<file path="src/rtl/systolic_seq_ctrl.sv">
// Operand-feed sequencer for an N x N output-stationary systolic MAC array.
// Clears the PEs, streams skewed per-lane k indices, then pulses done.
module systolic_seq_ctrl #(
  parameter int N     = 4,
  parameter int K_MAX = 16,
  parameter int IW    = (K_MAX > 1) ? $clog2(K_MAX) : 1,
  parameter int CW    = $clog2(K_MAX + 1)
) (
  input  logic            Clk,
  input  logic            Reset,
  input  logic            start,
  input  logic [CW-1:0]   cfg_k,
  output logic            busy,
  output logic            done,
  output logic            res_valid,
  output logic            pe_clear,
  output logic [N-1:0]    a_vld,
  output logic [N*IW-1:0] a_idx,
  output logic [N-1:0]    b_vld,
  output logic [N*IW-1:0] b_idx
);

  // Handshake: start is a level request with no ready signal. It is taken only
  // on an edge where the FSM sits in IDLE; busy covers CLEAR..DONE, during which
  // start is ignored and never queued. done is a one-cycle pulse and res_valid
  // holds until the next accepted start.
  localparam int TW = $clog2(K_MAX + 2*N - 2);

  typedef enum logic [1:0] {IDLE, CLEAR, FEED, DONE} state_t;

  state_t          state;
  logic [CW-1:0]   k_lat;
  logic [CW-1:0]   k_clamped;
  logic [TW-1:0]   t;
  logic [TW-1:0]   t_next;
  logic [TW-1:0]   t_last;
  logic [TW-1:0]   lane_diff;
  logic [N-1:0]    vld_n;
  logic [N*IW-1:0] idx_n;

  assign k_clamped = (cfg_k > CW'(K_MAX)) ? CW'(K_MAX) : cfg_k;
  assign t_last    = TW'(k_lat) + TW'(2*N - 3);
  assign t_next    = (state == FEED) ? t + 1'b1 : '0;

  // Row and column lanes share one skew schedule: lane i lags by i cycles.
  always_comb begin
    vld_n     = '0;
    idx_n     = '0;
    lane_diff = '0;
    for (int i = 0; i < N; i++) begin
      lane_diff = t_next - TW'(i);
      if ((t_next >= TW'(i)) && (lane_diff < TW'(k_lat))) begin
        vld_n[i]            = 1'b1;
        idx_n[i*IW +: IW]   = lane_diff[IW-1:0];
      end
    end
  end

  always_ff @(posedge Clk or posedge Reset) begin
    if (Reset) begin
      state     <= IDLE;
      k_lat     <= '0;
      t         <= '0;
      busy      <= 1'b0;
      done      <= 1'b0;
      res_valid <= 1'b0;
      pe_clear  <= 1'b0;
      a_vld     <= '0;
      a_idx     <= '0;
      b_vld     <= '0;
      b_idx     <= '0;
    end else begin
      pe_clear <= 1'b0;
      done     <= 1'b0;
      case (state)
        IDLE: begin
          if (start) begin
            k_lat     <= k_clamped;
            res_valid <= 1'b0;
            pe_clear  <= 1'b1;
            busy      <= 1'b1;
            state     <= CLEAR;
          end
        end
        CLEAR: begin
          if (k_lat != '0) begin
            state <= FEED;
            t     <= t_next;
            a_vld <= vld_n;
            a_idx <= idx_n;
            b_vld <= vld_n;
            b_idx <= idx_n;
          end else begin
            state     <= DONE;
            done      <= 1'b1;
            res_valid <= 1'b1;
          end
        end
        FEED: begin
          if (t == t_last) begin
            state     <= DONE;
            done      <= 1'b1;
            res_valid <= 1'b1;
            a_vld     <= '0;
            a_idx     <= '0;
            b_vld     <= '0;
            b_idx     <= '0;
          end else begin
            t     <= t_next;
            a_vld <= vld_n;
            a_idx <= idx_n;
            b_vld <= vld_n;
            b_idx <= idx_n;
          end
        end
        DONE: begin
          busy  <= 1'b0;
          state <= IDLE;
        end
        default: state <= IDLE;
      endcase
    end
  end

endmodule

</file>
<file path="config.mk">
export PLATFORM = sky130hd
export DESIGN_NAME = systolic_seq_ctrl
export DESIGN_NICKNAME = d
export VERILOG_FILES = /design/src/rtl/systolic_seq_ctrl.sv
export SDC_FILE = /design/constraint.sdc
export NUM_CORES = 1
export LEC_CHECK = 0
export BUFFER_PORTS_ARGS = -buffer_cell sky130_fd_sc_hd__buf_2
export CORE_MARGIN = 2
export CORE_UTILIZATION = 42
export CTS_CLUSTER_DIAMETER = 120
export DETAILED_ROUTE_END_ITERATION = 7
export PLACE_DENSITY_LB_ADDON = 0.3
export SETUP_SLACK_MARGIN = 0.4
export SLEW_MARGIN = 20
export SYNTH_ARGS = -nofsm -noshare
export SYNTH_HDL_FRONTEND = slang
export SYNTH_SLANG_ARGS = --single-unit
</file>
<file path="constraint.sdc">
create_clock -name Clk -period 8.4 [get_ports Clk]
set_input_delay 0.42 -clock Clk [delete_from_list [all_inputs] [get_ports Clk]]
set_output_delay 0.42 -clock Clk [all_outputs]
set_load 0.005 [all_outputs]
</file>
-- Yosys cells after proc, flatten, opt, wreduce, memory -nomap -nowiden
Cells that the tools add are included.
- logic and storage cells: 81
- flip-flop bits (word level): 36
- bits of input ports: 8
- output and inout port bits: 44
- $lt $le $gt $ge: 9
- muxes and demuxes: 34
- $add $sub $neg: 5
- reduce and logical (&&, ||, !) cells: 15
- eq/ne operators: 9
- operators with widths (cell ; number):
    16-bit 2-to-1 mux ; 2
    16-bit one-hot mux with 2 select lines ; 1
    4-bit 2-to-1 mux ; 6
    5-bit < comparator ; 4
    5-bit 2-to-1 mux ; 4
    1-bit 2-to-1 mux ; 13
    5-bit by 1-bit greater-or-equal comparator with 1-bit output, second input constant ; 2
    5-bit by 2-bit greater-or-equal comparator with 1-bit output, second input constant ; 2
    5-bit one-hot mux with 2 select lines ; 1
    5-bit by 2-bit subtractor with 5-bit output, second input constant ; 2
    2-bit != test, second input constant ; 4
    2-bit one-hot mux with 4 select lines ; 1
    4-bit one-hot mux with 2 select lines ; 1
    2-bit AND reduction ; 4
    5-bit by 1-bit adder with 5-bit output, second input constant ; 1
    5-bit by 3-bit adder with 5-bit output, second input constant ; 1
    5-bit equality test ; 1
    5-bit greater-than comparator, second input constant ; 1
    5-bit nonzero test ; 1
    5-bit by 1-bit subtractor with 5-bit output, second input constant ; 1
    2-bit equality test, second input constant ; 2
    1-bit logical AND ; 4
    2-bit 2-to-1 mux ; 2
    1-bit one-hot mux with 2 select lines ; 2
    other kinds (8) ; 9

-- Depth between registers and ports, before layout
- depth after elaboration: 8
- depth in mapped cells: 16
- gate-level depth less buffers: 14

-- Worst setup path after synthesis
No wires, ideal clock.
- path kind: register -> register
- start: reg state[0]
- end: reg b_idx[4]
- buffers on the path: 2
- cell stages (with the launch flop): 15
- required time: 8.317 ns
- arrival time: 3.106 ns
- path slack: 5.211 ns
- clock period less this slack: 3.189 ns
- library setup time: 0.083 ns
- cells stage by stage: dfrtp_1 inv_1 ha_1 buf_2 buf_1 nand2_1 ha_1 a21o_1 xnor2_1 ha_1 o21ai_0 a21oi_1 or4_1 a21o_1 o21ai_0
- longest elaborated chain between the ends: 8
- elaborated cells between the ends (all ways): 14
- classes of those cells: 1 x add/sub; 2 x order compare; 3 x eq/ne; 5 x mux; 3 x reduce/logical
- ends and longest elaborated chain (element ; RTL line ; text):
    start, declared ; 31 ; state_t state;
    start signal, assigned ; 61 ; state <= IDLE;
    start signal, assigned ; 82 ; state <= CLEAR;
    start signal, assigned ; 87 ; state <= FEED;
    2-bit equality test ; 43, 75 ;
    5-bit 2-to-1 mux ; 43 ; assign t_next = (state == FEED) ? t + 1'b1 : '0;
    5-bit by 1-bit subtractor with 5-bit output ; 51 ; lane_diff = t_next - TW'(i);
    5-bit < comparator ; 52 ; if ((t_next >= TW'(i)) && (lane_diff < TW'(k_lat))) begin
    1-bit logical AND ; 52 ;
    4-bit 2-to-1 mux ; 52 ;
    16-bit 2-to-1 mux (on tied branches) ; 100, 86 ;
    16-bit one-hot mux with 2 select lines ; 75 ; case (state)
    end signal, assigned ; 92 ; b_idx <= idx_n;
    end signal, assigned ; 113 ; b_idx <= idx_n;
    end, declared ; 20 ; output logic [N*IW-1:0] b_idx
Several ways; a longest one is shown, not always the timed one. The select of a mux whose other input is x is not followed.
A chain may end at the register's enable or synchronous reset.

-- Final worst setup path
- start: reg state[0]
- end: reg b_idx[6]
Same word-level chain as after synthesis.

==> flow_summary.ini <==
[outcome]
status = finished, final reports clean

[place]
gp_congestion = 0.8860
hpwlAfterDp_mm = 4.231
port_buffers = 51
placed_cells = 366

[sta]
min_period_ns = 3.792
skew_ns = 0.007424
tns_ns = 0
finalHoldViolCount = 0
worstMarginPinSlew_ns = 1.004
slew_headroom = 0.3292
drv_slew = 0
fmax_mhz = 263.7
setup_violations = 0
timing.hold.ws_ns = 0.2185
rsz0062_at_grt = no
min_period_over_period = 0.4515

[power_and_ir_drop]
powerDensity_mw_per_mm2 = 345.8
leakage_uw = 0.001448
peakVddDrop_uv = 225.7

[synth]
synth_top_area_cell = dfrtp_1
synth_common_cells = dfrtp_1 (36), nand2_1 (32), ha_1 (30)
syn_avg_cell_area_um2 = 9.803
yosys.area.top_type_share = 0.3442
synth_edf_count = 0
synthesis.nets = 305
synth.most_common_cell = dfrtp_1
synth_cell_types = 53
synthesis.area_mm2 = 0.002618
netlist_top_cells_area = dfrtp_1 (34%), ha_1 (14%), buf_4 (5.7%)
ys_ff_latch = 36
synth_warnings = 0
async_reset_ff_frac = 1.000
ys_seq_area_frac = 0.3442
ys.flop_type = dfrtp_1
synth_cells = 267

[critical_path]
path_delay_family = adder cells
crit_type = flop to flop
crit_buf_inv = 2
endpoint_kind = flop
arrival_ns = 4.03
start_kind = flop
worst_path_most_repeated_cell = ha_1
critical-path-max-stage-delay_ns = 0.61
cp_max_fo = 18
required_ns = 8.63
crit_chain = inv_1 > ha_1 > nand2_1 > ha_1 > inv_1 > a21o_1 > xnor2_1 > ha_1 > o21ai_0 > a21oi_1 > or4_1 > a21oi_1 > a22o_1
cp_slowest_cell = ha_1

[die]
core_area_mm2 = 0.005956
initial_utilization = 0.4395
fp.dieW_um = 82.95
die_area_mm2 = 0.006880
num_rows = 28
io_pins = 52
die_height_um = 82.95

[clock_network]
cts_buffers = 5
cts_buffer_depth = 2
postCtsSetupBuffers = 0
hold_buffers = 0
clkLatencyLatePin_ns = 0.30
cts.sinks = 36
cts_resized = 0
cts-root-buf = clkbuf_8
clkSlewWorstSetupHoldPaths_ns = 0.07
cts_tree = yes
ctsHtreeMaxLevel = 2

[routing]
via_per_inst = 5.406
detail-route-antenna-nets = 0
wl_met1_mm = 2.757
num_vias = 2022
routed_wl_mm = 5.649
wl_per_cell_um = 15.10
highest_layer = met4
met2_length_mm = 2.468
wl_met3_um = 328
dr.first_iter.drc_count = 96
remaining_drc_errors = 0
first_pass_iters = 4

[global_routing]
grt_pass1_wl_mm = 9.453
grt_start_max_net_pins = 37
grt_usage = 0.1691
grt_pass1_vias = 1864
antenna_found_initial = 0
grt-ovfl-total = 0

[finish]
area_growth_pct = 9.799
multi_input_area_mm2 = 0.001463
n_antenna_cell = 0
nets = 336
seq_area_um2 = 900.9
fin_util = 0.4826
nFillCells = 598
drive_above_1_share = 0.2375
final_cells = 374

[min_path]
hp-class = primary input to asynchronous set/reset pin

[flow_run]
drv_cap = 0
==> tightest hold or removal path: cells and delay by family <==
kind	cells	cell delay (ns)
buffers and inverters	3	0.53
==> flip-flops by register name (all words and copies together), names as in the netlist <==
register and count:
busy 1, done 1, t 5, pe_clear 1, b_vld 4, state 2, k_lat 5, res_valid 1
b_idx 16
==> logic make-up (layout without fill, tap and decap cells) <==
| logic type | after synthesis | after routing | share of synthesized area |
|---|---|---|---|
| buffers and inverters | 45 | 77 | 0.09703 |
| multiplexers | 5 | 5 | 0.02677 |
| flip-flops | 36 | 36 | 0.3442 |
| adder cells (fa/ha/maj) | 30 | 30 | 0.1434 |
| AO/OA/AOI/OAI | 71 | 71 | 0.2127 |
| AND/OR/NAND/NOR | 66 | 66 | 0.1291 |
| XOR/XNOR | 14 | 14 | 0.04685 |
==> layer usage <==
| metal | vias up | GRT usage |
|---|---|---|
| met4 | 0 | 0.05663 |
| met1 | 949 | 0.2459 |
| met3 | 6 | 0.03579 |
| li1 | 993 | - |
| met2 | 74 | 0.2493 |
| met5 | - | 0 |
==> path summary, 6_finish.rpt <==
path | endpoint | cells past startpoint | start | slack, ns
worst max register to register | b_idx[6]$_DFFE_PP0P_ | 13 | state[0]$_DFFE_PP0P_ | 4.61
worst min-delay path | t[0]$_DFFE_PP0P_ | 3 | Reset | 0.22
worst max-delay path | b_idx[6]$_DFFE_PP0P_ | 13 | state[0]$_DFFE_PP0P_ | 4.61
min in group Clk | k_lat[4]$_DFFE_PP0P_ | 3 | cfg_k[4] | 0.37
max in group asynchronous | k_lat[1]$_DFFE_PP0P_ | 3 | Reset | 7.86
worst min register to register | b_idx[5]$_DFFE_PP0P_ | 2 | b_idx[5]$_DFFE_PP0P_ | 0.50
==> per-stage QoR <==
step / total power [uW] / cell area, um^2 / worst slack (ns)
finish: 993.7 / 2874 / 4.608
global route: 1097 / 2874 / 4.323
CTS: 1003 / 2874 / 4.626
detailed placement: 868.6 / 2784 / 4.640
global placement: 861.6 / 2784 / 4.701
floorplan: 731.4 / 2618 / 5.211
==> where the power goes <==
part           switching [uW]  internal (uW)  leakage, uW
Sequential               44.8            225     0.000481
Combinational             360            236     0.000921
Clock                    61.4           66.9    0.0000455
Total                     466            528      0.00145
==> cells in the final DEF, fill, tap and decap left out, types with 2 or more instances in the layout <==
master     instances
mux2_2             2
clkbuf_8           6
a21oi_1            8
nor2b_1            3
o21a_1             3
o211a_1            2
a22o_1             6
ha_1              30
a32o_1             3
inv_1             16
xor2_1             5
o21ai_0           20
nand4_1            2
nor2_1             6
nand2b_1           5
xnor2_1            9
dfrtp_1           36
buf_2             51
o2bb2ai_1          2
nand3b_1           6
o31ai_1            6
nand3_1            4
a2111oi_0          3
a21o_1             4
o211ai_1           2
nand2_1           32
clkbuf_1           2
==> final cells by class <==
cell class,count,area share
clock buffer,8,0.03135
timing repair buffer,52,0.09142
inverter,17,0.02220
multi-input combinational,186,0.5089
sequential,36,0.3135
tap,75,0.03265
Power figures use the tool's default switching activity.
